<file path="config.mk">
export PLATFORM = sky130hd
export DESIGN_NAME = p2s_word_serializer_flat
export DESIGN_NICKNAME = d
export VERILOG_FILES = /design/src/rtl/p2s_pkg.sv /design/src/rtl/p2s_word_serializer_if.sv /design/src/rtl/p2s_frame_buffer.sv /design/src/rtl/p2s_word_serializer.sv /design/src/flat_wrapper.sv
export SDC_FILE = /design/constraint.sdc
export NUM_CORES = 1
export LEC_CHECK = 0
export BUFFER_PORTS_ARGS = -buffer_cell sky130_fd_sc_hd__buf_2
export CORE_MARGIN = 2
export CORE_UTILIZATION = 34
export CTS_CLUSTER_SIZE = 40
export DETAILED_ROUTE_END_ITERATION = 7
export SYNTH_ARGS = -nofsm -noshare
export SYNTH_HDL_FRONTEND = slang
export SYNTH_HIERARCHICAL = 1
export SYNTH_SLANG_ARGS = --single-unit
export TNS_END_PERCENT = 20
</file>
<file path="constraint.sdc">
create_clock -name clk -period 3.3 [get_ports clk]
set_input_delay 0 -clock clk [delete_from_list [all_inputs] [get_ports clk]]
set_output_delay 0 -clock clk [all_outputs]
set_load 0.01 [all_outputs]
</file>
<file path="src/rtl/p2s_pkg.sv">
// Shared types and constants for the parallel-to-serial word serializer.
// P2S_CHECKSUM_EN appends an XOR checksum beat after y1 and moves the last beat to 8.
package p2s_pkg;

  localparam int FRAME_WORDS = 8;
  localparam int CNT_W       = 4;

  typedef enum logic {
    P2S_IDLE  = 1'b0,
    P2S_SHIFT = 1'b1
  } p2s_state_e;

`ifdef P2S_CHECKSUM_EN
  localparam logic [CNT_W-1:0] LAST_BEAT = 4'd8;
`else
  localparam logic [CNT_W-1:0] LAST_BEAT = 4'd7;
`endif

  // Beat counter advance that never runs past the final beat of a frame.
  function automatic logic [CNT_W-1:0] p2s_next_cnt(input logic [CNT_W-1:0] cnt);
    return (cnt == LAST_BEAT) ? '0 : cnt + CNT_W'(1);
  endfunction

endpackage

</file>
<file path="src/rtl/p2s_word_serializer_if.sv">
// Frame-in / word-stream-out handshake bundle for p2s_word_serializer.
// master = frame producer and stream consumer (test side), slave = the serializer.
interface p2s_word_serializer_if #(
  parameter int W = 16
);
  logic         in_valid;
  logic         in_ready;
  logic [W-1:0] y1, y2, y3, y4, y5, y6, y7, y8;
  logic [W-1:0] q;
  logic         q_valid;
  logic         q_ready;
  logic         q_last;

  modport master (
    output in_valid, y1, y2, y3, y4, y5, y6, y7, y8, q_ready,
    input  in_ready, q, q_valid, q_last
  );

  modport slave (
    input  in_valid, y1, y2, y3, y4, y5, y6, y7, y8, q_ready,
    output in_ready, q, q_valid, q_last
  );
endinterface

</file>
<file path="src/rtl/p2s_frame_buffer.sv">
// Eight-word frame holding registers with a load enable and a beat-indexed read mux.
// With P2S_CHECKSUM_EN a ninth register captures the XOR of the frame at load time.
import p2s_pkg::*;

module p2s_frame_buffer #(
  parameter int W = 16
) (
  input  logic                            clk,
  input  logic                            rst,
  input  logic                            load,
  input  logic [FRAME_WORDS-1:0][W-1:0]   din,     // din[0] is the first word out (y8)
  input  logic [CNT_W-1:0]                rd_idx,
  output logic [W-1:0]                    rd_data
);

  logic [FRAME_WORDS-1:0][W-1:0] words_rd;

  genvar gi;
  generate
    for (gi = 0; gi < FRAME_WORDS; gi++) begin : g_word
      logic [W-1:0] word_q;
      logic [W-1:0] word_d;

      always_comb begin
        word_d = word_q;
        if (load) begin
          word_d = din[gi];
        end
      end

      always_ff @(posedge clk) begin
        if (rst) begin
          word_q <= '0;
        end else begin
          word_q <= word_d;
        end
      end

      assign words_rd[gi] = word_q;
    end
  endgenerate

`ifdef P2S_CHECKSUM_EN
  logic [W-1:0] chk_q;
  logic [W-1:0] chk_d;

  always_comb begin
    chk_d = chk_q;
    if (load) begin
      chk_d = '0;
      for (int i = 0; i < FRAME_WORDS; i++) begin
        chk_d = chk_d ^ din[i];
      end
    end
  end

  always_ff @(posedge clk) begin
    if (rst) begin
      chk_q <= '0;
    end else begin
      chk_q <= chk_d;
    end
  end
`endif

  // Full-width compare keeps out-of-range indices reading zero.
  always_comb begin
    rd_data = '0;
    for (int i = 0; i < FRAME_WORDS; i++) begin
      if (rd_idx == CNT_W'(i)) begin
        rd_data = words_rd[i];
      end
    end
`ifdef P2S_CHECKSUM_EN
    if (rd_idx == LAST_BEAT) begin
      rd_data = chk_q;
    end
`endif
  end

endmodule

</file>
<file path="src/rtl/p2s_word_serializer.sv">
// Takes an eight-word frame in one handshake and replays it y8..y1 on a valid/ready stream.
// Optional P2S_CHECKSUM_EN appends an XOR checksum beat carrying q_last.
import p2s_pkg::*;

module p2s_word_serializer #(
  parameter int N = 4
) (
  input  logic                  clk,
  input  logic                  rst,
  p2s_word_serializer_if.slave  bus
);

  localparam int W = 1 << N;

  p2s_state_e                    state_q, state_d;
  logic [CNT_W-1:0]              cnt_q, cnt_d;
  logic                          in_ready;
  logic                          q_valid;
  logic                          q_last;
  logic [W-1:0]                  q;
  logic                          at_last;
  logic                          frame_xfer;
  logic                          beat_done;
  logic [FRAME_WORDS-1:0][W-1:0] frame_words;
  logic [W-1:0]                  rd_word;

  // Oldest word sits at index 0 so the counter value is the output order.
  assign frame_words = {bus.y1, bus.y2, bus.y3, bus.y4, bus.y5, bus.y6, bus.y7, bus.y8};

  assign at_last    = (cnt_q == LAST_BEAT);
  assign frame_xfer = bus.in_valid && in_ready;
  assign beat_done  = q_valid && bus.q_ready;

  p2s_frame_buffer #(
    .W (W)
  ) u_frame_buffer (
    .clk     (clk),
    .rst     (rst),
    .load    (frame_xfer),
    .din     (frame_words),
    .rd_idx  (cnt_q),
    .rd_data (rd_word)
  );

  always_ff @(posedge clk) begin
    if (rst) begin
      state_q <= P2S_IDLE;
      cnt_q   <= '0;
    end else begin
      state_q <= state_d;
      cnt_q   <= cnt_d;
    end
  end

  always_comb begin
    state_d = state_q;
    cnt_d   = cnt_q;
    case (state_q)
      P2S_IDLE: begin
        if (frame_xfer) begin
          state_d = P2S_SHIFT;
          cnt_d   = '0;
        end
      end
      P2S_SHIFT: begin
        if (beat_done) begin
          cnt_d = p2s_next_cnt(cnt_q);
          // A frame offered on the final beat is taken with no idle gap.
          if (at_last) begin
            state_d = frame_xfer ? P2S_SHIFT : P2S_IDLE;
          end
        end
      end
      default: begin
        state_d = P2S_IDLE;
        cnt_d   = '0;
      end
    endcase
  end

  always_comb begin
    in_ready = 1'b0;
    q_valid  = 1'b0;
    q_last   = 1'b0;
    q        = '0;
    case (state_q)
      P2S_IDLE: begin
        in_ready = !rst;
      end
      P2S_SHIFT: begin
        q_valid  = 1'b1;
        q_last   = at_last;
        q        = rd_word;
        in_ready = !rst && at_last && bus.q_ready;
      end
      default: begin
        in_ready = 1'b0;
      end
    endcase
  end

  assign bus.in_ready = in_ready;
  assign bus.q_valid  = q_valid;
  assign bus.q_last   = q_last;
  assign bus.q        = q;

endmodule
</file>
<file path="src/flat_wrapper.sv">
// flat-port wrapper written by rule: the top's interface ports become plain ports
module p2s_word_serializer_flat 
#(
  parameter int N = 4
)
  (clk, rst, bus_in_valid, bus_y1, bus_y2, bus_y3, bus_y4, bus_y5, bus_y6, bus_y7, bus_y8, bus_q_ready, bus_in_ready, bus_q, bus_q_valid, bus_q_last);
  p2s_word_serializer_if bus_i ();
  input  logic clk;
  input  logic rst;
  input wire logic [$bits(bus_i.in_valid)-1:0] bus_in_valid;
  input wire logic [$bits(bus_i.y1)-1:0] bus_y1;
  input wire logic [$bits(bus_i.y2)-1:0] bus_y2;
  input wire logic [$bits(bus_i.y3)-1:0] bus_y3;
  input wire logic [$bits(bus_i.y4)-1:0] bus_y4;
  input wire logic [$bits(bus_i.y5)-1:0] bus_y5;
  input wire logic [$bits(bus_i.y6)-1:0] bus_y6;
  input wire logic [$bits(bus_i.y7)-1:0] bus_y7;
  input wire logic [$bits(bus_i.y8)-1:0] bus_y8;
  input wire logic [$bits(bus_i.q_ready)-1:0] bus_q_ready;
  output wire logic [$bits(bus_i.in_ready)-1:0] bus_in_ready;
  output wire logic [$bits(bus_i.q)-1:0] bus_q;
  output wire logic [$bits(bus_i.q_valid)-1:0] bus_q_valid;
  output wire logic [$bits(bus_i.q_last)-1:0] bus_q_last;
  assign bus_i.in_valid = bus_in_valid;
  assign bus_i.y1 = bus_y1;
  assign bus_i.y2 = bus_y2;
  assign bus_i.y3 = bus_y3;
  assign bus_i.y4 = bus_y4;
  assign bus_i.y5 = bus_y5;
  assign bus_i.y6 = bus_y6;
  assign bus_i.y7 = bus_y7;
  assign bus_i.y8 = bus_y8;
  assign bus_i.q_ready = bus_q_ready;
  assign bus_in_ready = bus_i.in_ready;
  assign bus_q = bus_i.q;
  assign bus_q_valid = bus_i.q_valid;
  assign bus_q_last = bus_i.q_last;
  p2s_word_serializer #(.N(N)) u_core (.clk(clk), .rst(rst), .bus(bus_i));
endmodule
</file>
# Word level (Yosys, flattened, before mapping)
# Cells that the tools add are included.
# word_totals
latch_bits	0
romBits	0
ram_bits	0
ff_bits	133
input_bits	132
memories	0
output_inout_bits	19
# classes
n_lt_le_gt_ge	0
bitwise	1
n_shift	0
n_reduce_logical	7
multipliers	0
add_sub_neg	1
n_div	0
n_mux	20
eq_ne	9
# ops
cell	n
two-way mux 16 bit	9
equality test 4 x 3 -> 1 bit, second input constant	4
two-way mux 4 bit	3
equality test 4 x 2 -> 1 bit, second input constant	2
one-hot mux 4 bit (2 select lines)	1
two-way mux 1 bit	5
adder 4 x 1 -> 4 bit, second input constant	1
equality test 4 x 1 -> 1 bit, second input constant	1
logical AND 1 bit	4
logical NOT 4 bit	1
one-hot mux 1 bit (2 select lines)	2
!= test 2 x 1 -> 1 bit, second input constant	1
!= test 2 bit, second input constant	1
AND reduction 2 bit	1
logical NOT 1 bit	1
NOT 1 bit	1

# Logic depth before layout (Yosys ltp)
# logic_depth
depth_word	10
depth_mapped	8
mapped_depth_nobuf	6

# By module
# The synthesis kept the hierarchy.
# by_module_without_submodules
module	instances	area_each_um2	cells_per_inst
p2s_frame_buffer	1	5778.0	568
p2s_word_serializer	1	375.4	50

# Worst setup path before layout
# Ideal clock, no wire load.
# synth_timing
path_type	flip-flop to flip-flop
from	register u_core.cnt_q[1]
to	register u_core.u_frame_buffer.g_word[1].word_q[0]
setup_time_ns	0.128
setup_slack_ns	1.195
n_path_buf	2
synth_period_minus_slack_ns	2.105
arrival_time_ns	1.977
path_stages_with_launch	9
path_cell_list	dfxtp_1 -> ha_1 -> nand4b_1 -> a21oi_1 -> and2_1 -> buf_2 -> buf_2 -> mux2i_1 -> nor2_1
# synth_via
elab_chain_len	5
# synth_rtl
element	line	rtl
start, declared	p2s_word_serializer.sv:16	logic [CNT_W-1:0] cnt_q, cnt_d;
start signal, assigned	p2s_word_serializer.sv:51	cnt_q <= cnt_d;
equality test 4 x 3 -> 1 bit	p2s_word_serializer.sv:30	assign at_last = (cnt_q == LAST_BEAT);
logical AND 1 bit (2 in series)	p2s_word_serializer.sv:94	in_ready = !rst && at_last && bus.q_ready;
one-hot mux 1 bit (2 select lines)	p2s_word_serializer.sv:86	case (state_q)
named net bus_in_ready	flat_wrapper.sv:20	output wire logic [$bits(bus_i.in_ready)-1:0] bus_in_ready;
logical AND 1 bit	p2s_word_serializer.sv:31	assign frame_xfer = bus.in_valid && in_ready;
named net u_core.frame_xfer	p2s_word_serializer.sv:22	logic frame_xfer;
end signal, assigned	p2s_frame_buffer.sv:35	word_q <= word_d;
end, declared	p2s_frame_buffer.sv:21	logic [W-1:0] word_q;
# The timed path passes the listed nets, and every way through them passes these cells.
# A chain may end at the register's enable or synchronous reset.

# Final worst setup path
# layout_timing
from	register u_core.cnt_q[0]
to	output port bus_q[0]
# layout_via
elab_chain_len	10
# layout_rtl
element	line	rtl
logical NOT 4 bit	p2s_frame_buffer.sv:70	if (rd_idx == CNT_W'(i)) begin
two-way mux 16 bit (7 in series)	p2s_frame_buffer.sv:70	
two-way mux 16 bit (*)	p2s_frame_buffer.sv:70	
named net u_core.rd_word[0]	p2s_word_serializer.sv:25	logic [W-1:0] rd_word;
two-way mux 16 bit (*)	p2s_word_serializer.sv:86	
end, declared	flat_wrapper.sv:21	output wire logic [$bits(bus_i.q)-1:0] bus_q;
# Mark *: on every way through the listed nets, which the timed path passes. The rest lies on a longest branch.

==> results.yml <==
timing:
  slew_viol_final: 0
  finalSetupTns_ns: 0
  min_period_over_period_pct: 80.9
  setup_slack_ns: 0.630
  maxSlewHeadroom_pct: 33.5
  hold_viol: 0
  fin_crit_ns: 2.67
  max_freq_mhz: 375
  worst_slew_pin_slew_ns: 0.998
  rsz0062_at_grt: "no"
  finalSetupViolations: 0
  skew_ns: 0.00916
worst_hold_path:
  min_to: "u_core/u_frame_buffer/g_word[5].word_q[15]$_SDFFE_PP0P_"
  worstHoldPathType: "in2reg"
  worstHoldPathCells: 2
  hp-start: "rst"
floorplanning:
  start_util_pct: 34.5
  num_rows: 49
  io_pins: 151
  die_w_um: 139
  die_area_mm2: 0.0192
  die_h_um: 139
  core_area_mm2: 0.0178
logic_synthesis:
  yosys-top-cells-area: "dfxtp_1 43%, mux2i_1 25%, nor2_1 8.5%"
  synth_edf_count: 0
  synthSimpleGateAreaFrac_pct: 14.1
  synth_area_leader_cell: "dfxtp_1"
  synth_top_family_by_area: "multiplexers"
  ys.flop_type: "dfxtp_1"
  ys_types: 46
  yosys_warnings: 6
  syn_area_per_cell_um2: 9.96
  seq_area_frac_synth_pct: 43.3
  muxShareOfSynthArea_pct: 30.8
  synth_top_area_share_pct: 43.3
  syn-num-nets: 751
  netlist_instances: 618
  synth-seq-cells: 133
  synth_compound_area_share_pct: 6.75
  synthXorXnorAreaFrac_pct: 0
  synthAdderAreaFrac_pct: 0.203
  ys_async_sr_fraction_pct: 0
  syn_area_mm2: 0.00615
worst_setup_path:
  worstRegToRegCells: 7
  crit_required_ns: 3.30
  critPathSlowestCell: "nor2b_1"
  worstPathArrival_ns: 2.67
  criticalPathCategory: "reg2out"
  start_kind: "flop"
  path_buf_inv: 2
  r2r-start: "u_core/cnt_q[1]$_SDFFE_PP0P_"
  r2r_end: "u_core/u_frame_buffer/g_word[3].word_q[1]$_SDFFE_PP0P_"
  path_common_cell: "nor2b_1"
  crit_fanout: 51
  max_stage_delay_ns: 0.51
  crit_path_cell_trace: "buf_4 -> nor2b_1 -> nor2b_1 -> o32ai_1 -> a22o_1 -> and2_1 -> buf_2"
  cp_top_family: "simple AND/OR/NAND/NOR gates"
  critPathCaptureType: "output pin"
  r2r_slack_ns: 0.97
placement:
  dp_slack_ns: 1.02
  hpwl_um: 11600
  gp_congestion: 0.724
  port_buffers: 150
run_status:
  status: "finished, final reports clean"
power_and_ir_drop:
  ir_worst_vdd_v: 0.000351
  cellLeakagePower_nw: 3.57
  power.density_mw_per_mm2: 441
global_route:
  antenna_found_initial: 2
  grt-ovfl-total: 0
  grt.total_usage_pct: 19.0
  grt_first_pass_wirelength_um: 28600
  grt_pass1_vias: 5290
  grt_max_degree: 95
detailed_routing:
  dr.pass1.iters: 5
  wl_um: 18100
  wl_per_cell_um: 16.2
  drt_drc_violations_left: 0
  vias: 5331
  viasPerCell: 4.76
  antenna_left: 0
  first_iter_violations: 344
clock_network:
  post-cts-setup-buffers: 0
  insertion_delay_ns: 0.42
  cts_tree: "yes"
  clock_sinks: 133
  cts_buffers: 17
  clk_path_buf_depth: 2
  cts_htree_levels: 4
  clk_pin_slew_ns: 0.05
  root_buffer: "clkbuf_16"
cells_and_area:
  n_fill_cell: 1648
  final_nets: 1011
  layout-drive-gt1-share_pct: 24.0
  syn2layout_area_growth_pct: 43.7
flow_run:
  drv_cap: 0
## Yosys cell counts, types with 2 or more instances
cell,n
a22oi_1,9
o2bb2ai_1,7
or2b_1,2
buf_6,4
inv_1,5
a21oi_1,14
mux2_2,8
nor2b_1,5
clkbuf_1,23
dfxtp_1,133
a222oi_1,2
o221ai_1,6
o21ai_0,14
mux4_1,3
nor3b_1,2
or2_1,2
nand2_1,10
nand2b_1,2
nand3_1,3
buf_2,15
mux2i_1,152
a21o_2,2
buf_4,5
mux4_2,9
nor3_1,4
nor2_1,139
and2_1,18
or3_1,2
## metal layers
metal  part of all wire, %  GRT usage, %  up-vias  wire [um]
met5                     0             0        -          0
met4                   1.8          8.49        0        317
met3                   3.9          3.38       21        699
met2                    48          30.9      137       8640
met1                    47          24.8     2493       8450
li1                      -             -     2680          -
## state kept, by name, summed over array words and instances, names as in the netlist
signal,cells
u_core/u_frame_buffer/g_word.word_q,128
u_core/cnt_q,4
u_core/state_q,1
## power by group
part	total (mW)	switching (mW)	internal, mW	leakage [nW]
Combinational	0.516	0.223	0.292	2.24
Sequential	1.71	0.0368	1.68	1.08
Clock	1.67	0.700	0.969	0.246
## cell type report
cell class | count | area (um2) | share of cell area, %
Multi-Input combinational cell | 430 | 3190 | 36.1
Timing Repair Buffer | 291 | 2160 | 24.5
Inverter | 5 | 18.8 | 0.212
Antenna cell | 2 | 5.00 | 0.0566
Clock inverter | 9 | 56.3 | 0.637
Clock buffer | 22 | 454 | 5.14
Sequential cell | 133 | 2670 | 30.1
Tap cell | 229 | 287 | 3.24
## per-stage QoR
stage / util [%] / instances / total power, mW / hold WS, ns / area (um2)
CTS: 49.5 / 1119 / 3.95 / 0.00797 / 8840
floorplan: - / 618 / 1.99 / 0.0488 / 6150
global placement: 39.3 / 957 / 2.14 / 0.232 / 7020
global route: 49.6 / 1121 / 4.07 / 0.0333 / 8840
detailed placement: 39.3 / 957 / 2.14 / 0.239 / 7020
finish: 49.6 / 1121 / 3.90 / 0.0183 / 8840
## cells by family (layout without fill, tap and decap cells)
family,Yosys count,after routing
AOI/OAI and AO/OA,61,61
muxes,172,172
adders and majority gates,1,1
and+or+nand+nor,196,196
other,0,2
buffers and inverters,55,327
DFF,133,133
## worst max-delay path by stage
| stage | slack [ns] | cells past startpoint | startpoint | to |
|---|---|---|---|---|
| final | 0.63 | 7 | u_core/cnt_q[0]$_SDFFE_PP0P_ | bus_q[0] |
| after global routing | 0.41 | 7 | u_core/cnt_q[0]$_SDFFE_PP0P_ | bus_q[0] |
| after CTS | 0.61 | 7 | u_core/cnt_q[0]$_SDFFE_PP0P_ | bus_q[14] |
| after detailed placement | 1.02 | 7 | u_core/cnt_q[0]$_SDFFE_PP0P_ | u_core/u_frame_buffer/g_word[2].word_q[11]$_SDFFE_PP0P_ |
| after global placement | 1.08 | 7 | u_core/cnt_q[0]$_SDFFE_PP0P_ | bus_q[7] |
| after floorplan | 1.20 | 8 | u_core/cnt_q[1]$_SDFFE_PP0P_ | u_core/u_frame_buffer/g_word[1].word_q[0]$_SDFFE_PP0P_ |
## cells in the final DEF (no fill, tap or decap), types with 10 or more instances in the layout
cell / Yosys / final
clkbuf_16: 0 / 17
dfxtp_1: 133 / 131
nand2_1: 10 / 10
mux2i_1: 152 / 152
dlygate4sd3_1: 0 / 131
nor2_1: 139 / 139
and2_1: 18 / 17
a21oi_1: 14 / 14
o21ai_0: 14 / 14
buf_2: 15 / 149
## what timing repair did
| action | 4_1_cts | 5_1_grt |
|---|---|---|
| hold buffers | 131 | 0 |
| hold endpoints to repair | 132 | 0 |
| gates resized for setup | 0 | 0 |
No activity file was read; power rests on OpenSTA's default activity.
